## config.mk

```make
export PLATFORM = sky130hd
export DESIGN_NAME = spike_rate_decoder
export DESIGN_NICKNAME = d
export VERILOG_FILES = /design/src/rtl/spike_rate_decoder.sv
export SDC_FILE = /design/constraint.sdc
export NUM_CORES = 1
export LEC_CHECK = 0
export CORE_AREA = 2 2 87 89
export CTS_BUF_LIST = sky130_fd_sc_hd__clkbuf_2 sky130_fd_sc_hd__clkbuf_4 sky130_fd_sc_hd__clkbuf_8
export CTS_CLUSTER_SIZE = 28
export DETAILED_ROUTE_END_ITERATION = 12
export DIE_AREA = 0 0 89 91
export GPL_TIMING_DRIVEN = 0
export PLACE_DENSITY = 0.69
export REMOVE_ABC_BUFFERS = 1
export SETUP_SLACK_MARGIN = 0.1
export SLEW_MARGIN = 0
export SYNTH_ARGS = -nofsm -noshare
export SYNTH_HDL_FRONTEND = slang
export SYNTH_SLANG_ARGS = --single-unit
```

## constraint.sdc

```tcl
create_clock -name clk -period 4.3 [get_ports clk]
set_clock_uncertainty 0.2 [all_clocks]
set_input_delay 0.86 -clock clk [delete_from_list [all_inputs] [get_ports clk]]
set_output_delay 0.86 -clock clk [all_outputs]
set_load 0.1 [all_outputs]
```

## src/rtl/spike_rate_decoder.sv

```systemverilog
// spike_rate_decoder
//   Counts rising edges of the neuron axon signal over fixed-length,
//   back-to-back measurement windows. It also tracks the shortest
//   inter-spike interval inside each window. Each finished window is
//   offered to the consumer through a valid/ready handshake. If a finished
//   window arrives while the previous result is still held and not being
//   taken, the new result is dropped and the sticky overrun flag is set.
//
// Ports
//   clk         in   1  rising-edge clock
//   rst         in   1  asynchronous active-high reset
//   axon        in   1  spike level; a spike is a 0->1 transition
//   enable      in   1  run windows back to back while high
//   window      in   8  window length in cycles (0 = do not measure)
//   rate        out  8  spike count of the last delivered window
//   min_isi     out  8  smallest spike interval in that window (255 if < 2 spikes)
//   rate_valid  out  1  rate/min_isi hold an untaken result
//   rate_ready  in   1  consumer takes the result at an edge with rate_valid
//   overrun     out  1  sticky; a finished result was dropped
//
// state | meaning
// IDLE  | not measuring; waiting for enable with a non-zero window
// COUNT | inside a window, cyc runs 0..win_len-1

module spike_rate_decoder (
  input  logic       clk,
  input  logic       rst,
  input  logic       axon,
  input  logic       enable,
  input  logic [7:0] window,
  output logic [7:0] rate,
  output logic [7:0] min_isi,
  output logic       rate_valid,
  input  logic       rate_ready,
  output logic       overrun
);

  localparam logic [7:0] SAT = 8'hFF;

  typedef enum logic {
    IDLE  = 1'b0,
    COUNT = 1'b1
  } state_t;

  state_t state, state_nxt;

  logic       axon_q;
  logic [7:0] win_len;
  logic [7:0] cyc;
  logic [7:0] spk_cnt;
  logic [7:0] min_acc;
  logic [7:0] gap;
  logic       gap_vld;

  logic       spike;
  logic       win_ok;
  logic       last_cyc;
  logic       start_win;
  logic       count_en;
  logic       win_end;
  logic       load_res;
  logic       take;

  logic [7:0] spk_cnt_nxt;
  logic [7:0] isi;
  logic [7:0] min_nxt;

  assign spike    = axon & ~axon_q;
  assign win_ok   = enable && (window != 8'd0);
  assign last_cyc = (cyc == (win_len - 8'd1));

  // Window-end values include a spike landing on the final cycle, so the
  // delivered result is taken from these next-values rather than the regs.
  assign spk_cnt_nxt = (spike && (spk_cnt != SAT)) ? spk_cnt + 8'd1 : spk_cnt;
  assign isi         = (gap == SAT) ? SAT : gap + 8'd1;
  assign min_nxt     = (spike && gap_vld && (isi < min_acc)) ? isi : min_acc;

  // ---------------------------------------------------------------------
  // FSM: state register
  // ---------------------------------------------------------------------
  always_ff @(posedge clk or posedge rst) begin
    if (rst) begin
      state <= IDLE;
    end else begin
      state <= state_nxt;
    end
  end

  // ---------------------------------------------------------------------
  // FSM: next state
  // ---------------------------------------------------------------------
  always_comb begin
    state_nxt = state;
    unique case (state)
      IDLE: begin
        if (win_ok) begin
          state_nxt = COUNT;
        end
      end
      COUNT: begin
        // A completed window is delivered even if enable dropped on its
        // last cycle; only then is the follow-on window decided.
        if (last_cyc) begin
          state_nxt = win_ok ? COUNT : IDLE;
        end else if (!enable) begin
          state_nxt = IDLE;
        end
      end
      default: state_nxt = IDLE;
    endcase
  end

  // ---------------------------------------------------------------------
  // FSM: control outputs
  // ---------------------------------------------------------------------
  always_comb begin
    start_win = 1'b0;
    count_en  = 1'b0;
    win_end   = 1'b0;
    unique case (state)
      IDLE: begin
        start_win = win_ok;
      end
      COUNT: begin
        if (last_cyc) begin
          win_end   = 1'b1;
          start_win = win_ok;
        end else begin
          count_en  = enable;
        end
      end
      default: begin
        start_win = 1'b0;
      end
    endcase
  end

  // ---------------------------------------------------------------------
  // Spike edge detector; runs in every state
  // ---------------------------------------------------------------------
  always_ff @(posedge clk or posedge rst) begin
    if (rst) begin
      axon_q <= 1'b0;
    end else begin
      axon_q <= axon;
    end
  end

  // ---------------------------------------------------------------------
  // Window datapath
  // ---------------------------------------------------------------------
  always_ff @(posedge clk or posedge rst) begin
    if (rst) begin
      win_len <= 8'd0;
      cyc     <= 8'd0;
      spk_cnt <= 8'd0;
      min_acc <= SAT;
      gap     <= 8'd0;
      gap_vld <= 1'b0;
    end else if (start_win) begin
      // Window length is only sampled here, so mid-window changes wait.
      win_len <= window;
      cyc     <= 8'd0;
      spk_cnt <= 8'd0;
      min_acc <= SAT;
      gap     <= 8'd0;
      gap_vld <= 1'b0;
    end else if (count_en) begin
      cyc     <= cyc + 8'd1;
      spk_cnt <= spk_cnt_nxt;
      min_acc <= min_nxt;
      if (spike) begin
        gap     <= 8'd0;
        gap_vld <= 1'b1;
      end else if (gap_vld && (gap != SAT)) begin
        gap <= gap + 8'd1;
      end
    end
  end

  // ---------------------------------------------------------------------
  // Result handshake and overrun
  // ---------------------------------------------------------------------
  assign take     = rate_valid && rate_ready;
  assign load_res = win_end && (!rate_valid || rate_ready);

  always_ff @(posedge clk or posedge rst) begin
    if (rst) begin
      rate       <= 8'd0;
      min_isi    <= SAT;
      rate_valid <= 1'b0;
      overrun    <= 1'b0;
    end else begin
      if (load_res) begin
        rate       <= spk_cnt_nxt;
        min_isi    <= min_nxt;
        rate_valid <= 1'b1;
      end else if (take) begin
        rate_valid <= 1'b0;
      end
      if (win_end && !load_res) begin
        overrun <= 1'b1;
      end
    end
  end

endmodule

```

==> impl_metrics.ini <==
[floorplan]
io_pins = 31
rows = 31
start_util_pct = 48.3
coreArea_um2 = 7140
fp.dieArea_um2 = 8100
die_h_um = 91
die_x_um = 89

[synthesis]
syn-instance-count = 354
synth_edf_count = 0
synthArstFlopShare_pct = 100
avgSynthCellArea_um2 = 9.73
synthTopCellsByArea = dfrtp_1 33%, dfstp_2 12%, nand2_1 4.9%
yosysWarnings = 0
ys_seq_area_share_pct = 44.9
ys_ff_latch = 61
synth_cell_types = 51
synth_top_area_share_pct = 32.7
netlist_top_cells_count = 45 x dfrtp_1, 45 x nand2_1, 27 x a21oi_1
yosysTopAreaCell = dfrtp_1
netlist_area_um2 = 3440
synthFlopType = dfrtp_1

[power]
ir_drop_mv = 0.337
p_leak_uw = 0.00180
cellPowerDensity_nw_per_um2 = 537

[hold_path]
min_path_type = reg -> reg

[clock_tree]
clk_latency_ps = 330
path_clk_slew_ps = 70
cts.path.max_buffers = 2
cts_hold_buf = 0
post-cts-setup-buffers = 0
cts_root_buffer = clkbuf_8
cts_tree = yes
cts_buffers = 9
htree_num_levels = 3
clock-sinks = 61
cts_resized = 0

[timing]
relSlewSlack_pct = 33.8
finalHoldViolations = 0
worst_slack_ps = 642
timing.final.crit_share_pct = 85.1
hold_ws_ps = 298
clock.fmax_mhz = 273
tightest_slew_ps = 993
rsz0062_at_grt = no
report.final.slew_viol_count = 0
final.setup.tns_ps = 0
setup-violations-final = 0
period_minus_slack_ps = 3660

[layout]
areaGrowthSynthToFinish_pct = 15.4
fin_cells = 484
drive_above_1_share_pct = 14.0
n_antenna_cell = 0
register_area_um2 = 1550
nets = 404
multi_input_area_um2 = 1740
fillers = 646

[place]
io_buffers = 30
place_hpwl_mm = 4.79
dp.cells = 468
dpl_worst_slack_ps = 622
routabilityCongestion = 0.788

[detailed_routing]
drc = 0
wl_per_cell_um = 14.3
ant_nets = 0
wl_mm = 6.94
drtIter0Drc = 127
first_pass_iters = 5
vias = 2634
post_drt_via_cell_ratio = 5.44

[flow_run]
maxCapViolCount = 0

[grt]
track_usage_pct = 18.9
grt_pass1_vias = 2639
gr-total-overflow = 0
grt_first_pass_wirelength_mm = 12.0
grt_start_max_net_pins = 32
antenna_found_initial = 0

[critical_path]
end_kind = flip-flop
worstPathRequired_ps = 4320
setup.worst_path.class = reg -> reg
worstPathArrival_ps = 3670
start_kind = flip-flop
crit_fanout = 24

[outcome]
status = completed
## power breakdown
part           total (uW)  switching, uW  internal (uW)
clock network         473            220            253
registers             769           71.1            698
logic                 894            660            234
## path summary, 6_finish.rpt
| check | from | endpoint | slack [ps] | cells past startpoint |
|---|---|---|---|---|
| max in group asynchronous | rst | min_acc[5] | 2470 | 3 |
| worst min-delay path | overrun | overrun | 300 | 1 |
| worst min register to register | overrun | overrun | 300 | 1 |
| min in group asynchronous | rst | rate[5] | 750 | 2 |
| worst max-delay path | win_len[0] | gap[0] | 640 | 8 |
| worst max register to register | win_len[0] | gap[0] | 640 | 8 |
## layer usage
metal	global-route usage [%]	up-vias	wire, um
li1	-	1315	-
met1	24.7	1268	3270
met2	29.9	43	3390
met3	4.91	8	202
met4	6.97	0	76
met5	0	-	0
## placed cells by master (no fill, tap or decap), types with 4 or more instances in the layout
cell type and instances:
xnor2_1 16, inv_1 14, clkbuf_8 11, a21oi_1 27, o21a_1 9, nand2b_1 5, a211o_1 7, xor2_1 7
nor2_1 23, a22o_1 4, mux2i_1 6, nand2_1 45, ha_1 11, nor3_1 8, and3_1 10, nand3_1 5
dfrtp_1 45, clkdlybuf4s50_1 30, dfstp_2 16, nand4_1 5, and2_1 5, o21ai_0 8, a31oi_1 12, mux2_2 13
nor2b_1 4
## state kept, by name, indices dropped and copies added, names as in the netlist
name	flops
rate_valid	1
axon_q	1
min_acc	8
win_len	8
cyc	8
rate	8
gap_vld	1
min_isi	8
gap	8
spk_cnt	8
state	1
overrun	1
## cell type report
cell class,count,share of cell area [%]
Clock buffer,13,4.19
Clock inverter,3,0.504
Sequential cell,61,38.9
Tap cell,99,3.12
Timing Repair Buffer,31,8.06
Inverter,16,1.51
Multi-Input combinational cell,261,43.7
## stage by stage
stage | utilization, % | power, uW | cell area, um^2
2_1_floorplan | - | 1480 | 3340
3_3_place_gp | 52.8 | 1660 | 3770
3_5_place_dp | 53.1 | 1680 | 3790
4_1_cts | 55.7 | 2160 | 3980
5_1_grt | 55.7 | 2240 | 3980
6_report | 55.7 | 2140 | 3980
## worst max-delay path, stage by stage, from the launching register on
cell     delay (ps)
dfrtp_1         450
inv_1            90
ha_1            260
or3_1           380
a31o_1          270
o31ai_4         530
and2_1          870
o31ai_1         180
mux2_2          300
## kinds of logic after synthesis
family / share of synthesized area, %
and+or+nand+nor: 18.6
DFF: 44.9
adders and majority gates: 4.00
xor gates and xnor gates: 5.85
AOI/OAI and AO/OA: 15.7
buffers and inverters: 4.65
muxes: 6.32
Note: power is estimated with default switching activity, not from simulation.
